File: config.mk
export PLATFORM = sky130hd
export DESIGN_NAME = lsu_mem_port
export DESIGN_NICKNAME = d
export VERILOG_FILES = /design/src/rtl/lsu_pkg.sv /design/src/rtl/lsu_lane_align.sv /design/src/rtl/lsu_mem_port.sv
export SDC_FILE = /design/constraint.sdc
export NUM_CORES = 1
export LEC_CHECK = 0
export CORE_UTILIZATION = 47
export CTS_BUF_LIST = sky130_fd_sc_hd__clkbuf_16
export CTS_CLUSTER_DIAMETER = 30
export DETAILED_ROUTE_END_ITERATION = 10
export PLACE_DENSITY_LB_ADDON = 0.2
export SYNTH_ARGS = -nofsm -noshare
export SYNTH_HDL_FRONTEND = slang
export SYNTH_SLANG_ARGS = --single-unit
File: constraint.sdc
create_clock -name clk -period 5.55 [get_ports clk]
set_input_delay 1.665 -clock clk [delete_from_list [all_inputs] [get_ports clk]]
set_output_delay 1.665 -clock clk [all_outputs]
set_load 0.1 [all_outputs]
File: src/rtl/lsu_pkg.sv
`default_nettype none
// ============================================================================
// Module   : lsu_pkg
// Purpose  : Shared encodings and the alignment fault check for the
//            load/store memory port.
// Revision : 1.0 - initial release
// ============================================================================
package lsu_pkg;

    localparam logic [1:0] SZ_BYTE = 2'd0;
    localparam logic [1:0] SZ_HALF = 2'd1;
    localparam logic [1:0] SZ_WORD = 2'd2;

    typedef enum logic [2:0] {
        IDLE  = 3'd0,
        ISSUE = 3'd1,
        WAIT  = 3'd2,
        WRITE = 3'd3,
        RESP  = 3'd4
    } state_t;

    // A request faults on the illegal size code or on a natural-alignment miss.
    function automatic logic is_fault(input logic [1:0] size, input logic [1:0] offset);
        case (size)
            SZ_BYTE: is_fault = 1'b0;
            SZ_HALF: is_fault = offset[0];
            SZ_WORD: is_fault = (offset != 2'b00);
            default: is_fault = 1'b1;
        endcase
    endfunction

endpackage
`default_nettype wire

File: src/rtl/lsu_lane_align.sv
`default_nettype none
// ============================================================================
// Module   : lsu_lane_align
// Purpose  : Little-endian byte-lane steering. Merges store data into a
//            previously read word and extracts/extends load data from a word.
// Revision : 1.0 - initial release
// ============================================================================
module lsu_lane_align
    import lsu_pkg::*;
(
    input  logic [31:0] i_rd_word,
    input  logic [31:0] i_wdata,
    input  logic [1:0]  i_offset,
    input  logic [1:0]  i_size,
    input  logic        i_unsigned,
    output logic [31:0] o_merged,
    output logic [31:0] o_load
);

    logic [7:0]  w_byte;
    logic [15:0] w_half;

    // Store merge: only the addressed lane(s) take new data, the rest keep the old word
    always_comb begin
        o_merged = i_rd_word;
        case (i_size)
            SZ_BYTE: o_merged[{i_offset, 3'b000} +: 8]        = i_wdata[7:0];
            SZ_HALF: o_merged[{i_offset[1], 4'b0000} +: 16]   = i_wdata[15:0];
            default: o_merged = i_wdata;
        endcase
    end

    // Load extract: pick the lane and sign- or zero-extend to a full word
    always_comb begin
        w_byte = i_rd_word[{i_offset, 3'b000} +: 8];
        w_half = i_rd_word[{i_offset[1], 4'b0000} +: 16];
        case (i_size)
            SZ_BYTE: o_load = {{24{w_byte[7] & ~i_unsigned}}, w_byte};
            SZ_HALF: o_load = {{16{w_half[15] & ~i_unsigned}}, w_half};
            default: o_load = i_rd_word;
        endcase
    end

endmodule
`default_nettype wire

File: src/rtl/lsu_mem_port.sv
`default_nettype none
// ============================================================================
// Module   : lsu_mem_port
// Purpose  : Load/store initiator between the execute stage and a word RAM.
//            Sub-word stores run as read-modify-write; loads are extended.
// Revision : 1.0 - initial release
// ============================================================================
module lsu_mem_port
    import lsu_pkg::*;
#(
    parameter int ADDR_W = 32,
    parameter int DATA_W = 32
) (
    input  logic              clk,
    input  logic              rst,
    input  logic              req_valid,
    output logic              req_ready,
    input  logic              req_we,
    input  logic [1:0]        req_size,
    input  logic              req_unsigned,
    input  logic [ADDR_W-1:0] req_addr,
    input  logic [DATA_W-1:0] req_wdata,
    output logic              resp_valid,
    output logic [DATA_W-1:0] resp_rdata,
    output logic              resp_fault,
    output logic              mem_en,
    output logic              mem_we,
    output logic [ADDR_W-1:0] mem_addr,
    output logic [DATA_W-1:0] mem_wdata,
    input  logic [DATA_W-1:0] mem_rdata
);

    state_t             r_state;
    logic               r_we;
    logic [1:0]         r_size;
    logic               r_unsigned;
    logic               r_fault;
    logic [ADDR_W-1:0]  r_addr;
    logic [DATA_W-1:0]  r_wdata;
    logic [DATA_W-1:0]  r_rd;

    logic               w_fault;
    logic               w_word_store;
    logic [DATA_W-1:0]  w_merged;
    logic [DATA_W-1:0]  w_load;

    assign w_fault      = is_fault(req_size, req_addr[1:0]);
    assign w_word_store = r_we && (r_size == SZ_WORD);

    lsu_lane_align u_lane_align (
        .i_rd_word  (r_rd),
        .i_wdata    (r_wdata),
        .i_offset   (r_addr[1:0]),
        .i_size     (r_size),
        .i_unsigned (r_unsigned),
        .o_merged   (w_merged),
        .o_load     (w_load)
    );

    // Sequencer: request capture, state progression and RAM read capture in WAIT only
    always_ff @(posedge clk or posedge rst) begin
        if (rst) begin
            r_state    <= IDLE;
            r_we       <= 1'b0;
            r_size     <= 2'd0;
            r_unsigned <= 1'b0;
            r_fault    <= 1'b0;
            r_addr     <= '0;
            r_wdata    <= '0;
            r_rd       <= '0;
        end else begin
            case (r_state)
                IDLE: begin
                    if (req_valid) begin
                        r_we       <= req_we;
                        r_size     <= req_size;
                        r_unsigned <= req_unsigned;
                        r_fault    <= w_fault;
                        r_addr     <= req_addr;
                        r_wdata    <= req_wdata;
                        r_state    <= w_fault ? RESP : ISSUE;
                    end
                end
                ISSUE: r_state <= w_word_store ? RESP : WAIT;
                WAIT: begin
                    r_rd    <= mem_rdata;
                    r_state <= r_we ? WRITE : RESP;
                end
                WRITE:   r_state <= RESP;
                RESP:    r_state <= IDLE;
                default: r_state <= IDLE;
            endcase
        end
    end

    // Output decode; all strobes derive from the state register so reset drops them at once
    always_comb begin
        req_ready  = (r_state == IDLE);
        mem_en     = 1'b0;
        mem_we     = 1'b0;
        mem_wdata  = '0;
        resp_valid = 1'b0;
        resp_fault = 1'b0;
        resp_rdata = '0;
        case (r_state)
            ISSUE: begin
                mem_en = 1'b1;
                if (w_word_store) begin
                    mem_we    = 1'b1;
                    mem_wdata = r_wdata;
                end
            end
            WRITE: begin
                mem_en    = 1'b1;
                mem_we    = 1'b1;
                mem_wdata = w_merged;
            end
            RESP: begin
                resp_valid = 1'b1;
                resp_fault = r_fault;
                if (!r_we && !r_fault) begin
                    resp_rdata = w_load;
                end
            end
            default: ;
        endcase
    end

    assign mem_addr = {r_addr[ADDR_W-1:2], 2'b00};

endmodule
`default_nettype wire

==> out/results.ini <==
[logic_synthesis]
ys_types=58
synth.cell_area_um2=6310
seq_area_frac_synth_pct=41.2
yosysWarnings=0
synth_edf_count=0
syn_inst=735
async_reset_ff_share_pct=100
syn_area_per_cell_um2=8.59
synth-main-ff-cell=dfrtp_1
ys_ff_latch=104

[timing]
hold_violations=0
rsz0062_at_grt=false
fin_crit_ps=5090
drv_slew=0
fin_skew_ps=6.46
setup_violations=0
post-route-period-util_pct=91.6
max_freq_ghz=0.197
final.setup.tns_ps=0
tightest_slew_ps=1210
maxSlewHeadroom_pct=19.4

[clocking]
clk_path_buf_depth=2
clock_sinks=104
htreeDepth=3
cts_tree=built
cts_resized=0
clk_pin_slew_ps=70
cts_root_buf=clkbuf_16
numCtsBuffers=9
clock_latency_ps=360
post-cts-setup-buffers=0
holdBufCountCts=0

[die]
floorplan.initialDensity_pct=49.0
core_um2=12900
die_w_um=118
dieArea_um2=13900
io_pins=204
die_h_um=118
rows=41

[place]
port_buffers=201
hpwl_mm=15.2
placed_area_um2=8030
gp_congestion=0.887

[worst_setup_path]
worstPathRequired_ps=3880
cp_cell_sequence=clkinv_1 > ha_1 > nor2_1 > a311oi_1 > nor4_1 > o22a_1 > buf_4
timing.critical_path.buf_inv=2
crit_family=simple AND/OR/NAND/NOR gates
cp_max_fo=11
cpPeakStageDelay_ps=560
cpMaxStageDelayCell=dfrtp_1
cp-end-kind=primary output
critPathKind=flip-flop to primary output
cp_data_arrival_time_ps=3420
start_kind=flip-flop

[global_route]
busiest_layer=met2
grt_pass1_wl_mm=33.2
met2_usage_pct=50.7
gr-total-overflow=0
use_met1_pct=37.8
antenna_found_initial=0
use_met3_pct=6.88
grt_start_max_net_pins=49
first_global_vias=6297
grt_use_total_pct=30.2

[final_layout]
layout.nets=974
drive_above_1_share_pct=15.7
n_antenna_cell=0
layout.cells.most_common_list=nand2_1, clkdlybuf4s50_1, dfrtp_1, buf_4, o21ai_0
fin_area_um2=8300
n_fill_cell=1117
syn_to_final_growth_pct=31.4
final_common_cell=nand2_1

[flow_run]
max_cap_viol_count=0

[drt]
drc_errors=0
drtPass1Iterations=6
num_vias=6302
post_drt_via_cell_ratio=6.04
postRouteAntennaNets=0
wire_per_inst_um=20.0
drt_wl_total_mm=20.8
drt_iter0_drc=654

[pwr]
power_density_nw_per_um2=702
power.leakage_nw=3.66
irDropWorstVdd_mv=0.525
p_total_mw=5.83

[status]
status=finished clean

[min_path]
hold_path_class=flip-flop to flip-flop

-- layer usage --
| metal | wire, um | up-vias |
|---|---|---|
| li1 | - | 2862 |
| met1 | 8250 | 3049 |
| met2 | 10100 | 336 |
| met3 | 1800 | 55 |
| met4 | 677 | 0 |
| met5 | 0 | - |
-- worst paths after layout --
kind                                 start      endpoint  slack, ps  depth (start not counted)
min in group asynchronous              rst       r_rd[9]       1730                          2
worst min register to register  r_addr[26]    r_addr[26]        480                          2
worst max-delay path             r_addr[0]  mem_wdata[7]        460                          7
worst max register to register   r_size[0]    r_state[2]       3080                          4
worst min-delay path            r_addr[26]    r_addr[26]        480                          2
max in group asynchronous              rst      r_rd[20]       2920                          3
-- state kept, by name, indices dropped and copies added (netlist names) --
register / cells
r_addr: 32
r_rd: 32
r_wdata: 32
r_state: 3
r_size: 2
r_fault: 1
r_unsigned: 1
r_we: 1
-- power breakdown --
group	switching, mW	leakage [nW]	internal, mW	total (mW)
clock network	0.299	0.133	0.305	0.604
logic	2.58	2.25	0.975	3.56
registers	0.534	1.27	1.13	1.67
-- per-stage QoR --
step           setup WS [ps]  util [%]  instances  hold WS, ps
6_report                 465      64.4       1043          478
4_1_cts                  525      64.4       1043          483
3_5_place_dp             926      62.3       1027          463
5_1_grt                  172      64.4       1043          495
3_3_place_gp            1090      62.3       1027          459
2_1_floorplan           -140         -        736          446
-- worst register-to-register path: cells and delay by family (launching register included) --
family | cells | cell delay [ps]
buffers and inverters | 1 | 330
AOI/OAI and AO/OA | 1 | 300
DFF | 1 | 830
and+or+nand+nor | 2 | 920
-- Yosys cell counts (16+ instances only) --
cell type  number  area, um2
nor2_1         29        109
buf_2          24        120
buf_4          33        248
o221ai_1       16        140
mux2_2         26        293
dfrtp_1       104       2600
o22ai_1        32        200
o21ai_0        65        325
a21oi_1        27        135
a221oi_1       31        272
clkbuf_1       26       97.6
nand2_1       170        638
inv_1          41        154
-- final cells by class --
class | count | area (um2) | share of cell area [%]
clock buffer | 9 | 225 | 2.71
clock inverter | 7 | 47.5 | 0.573
inverter | 44 | 168 | 2.02
multi-input combinational | 496 | 3040 | 36.6
sequential | 104 | 2600 | 31.4
tap | 172 | 215 | 2.59
timing repair buffer | 211 | 2000 | 24.1
-- logic make-up (layout without fill, tap and decap cells) --
family,after synthesis,count (layout),synth area share [%]
mux,29,29,5.31
buf+inv,136,271,10.9
flops,104,104,41.2
other cells,1,2,0.0594
simple gates,237,237,16.5
compound gates,223,223,25.0
fa+ha+maj,5,5,0.991
No activity file was read; power rests on OpenSTA's default activity.
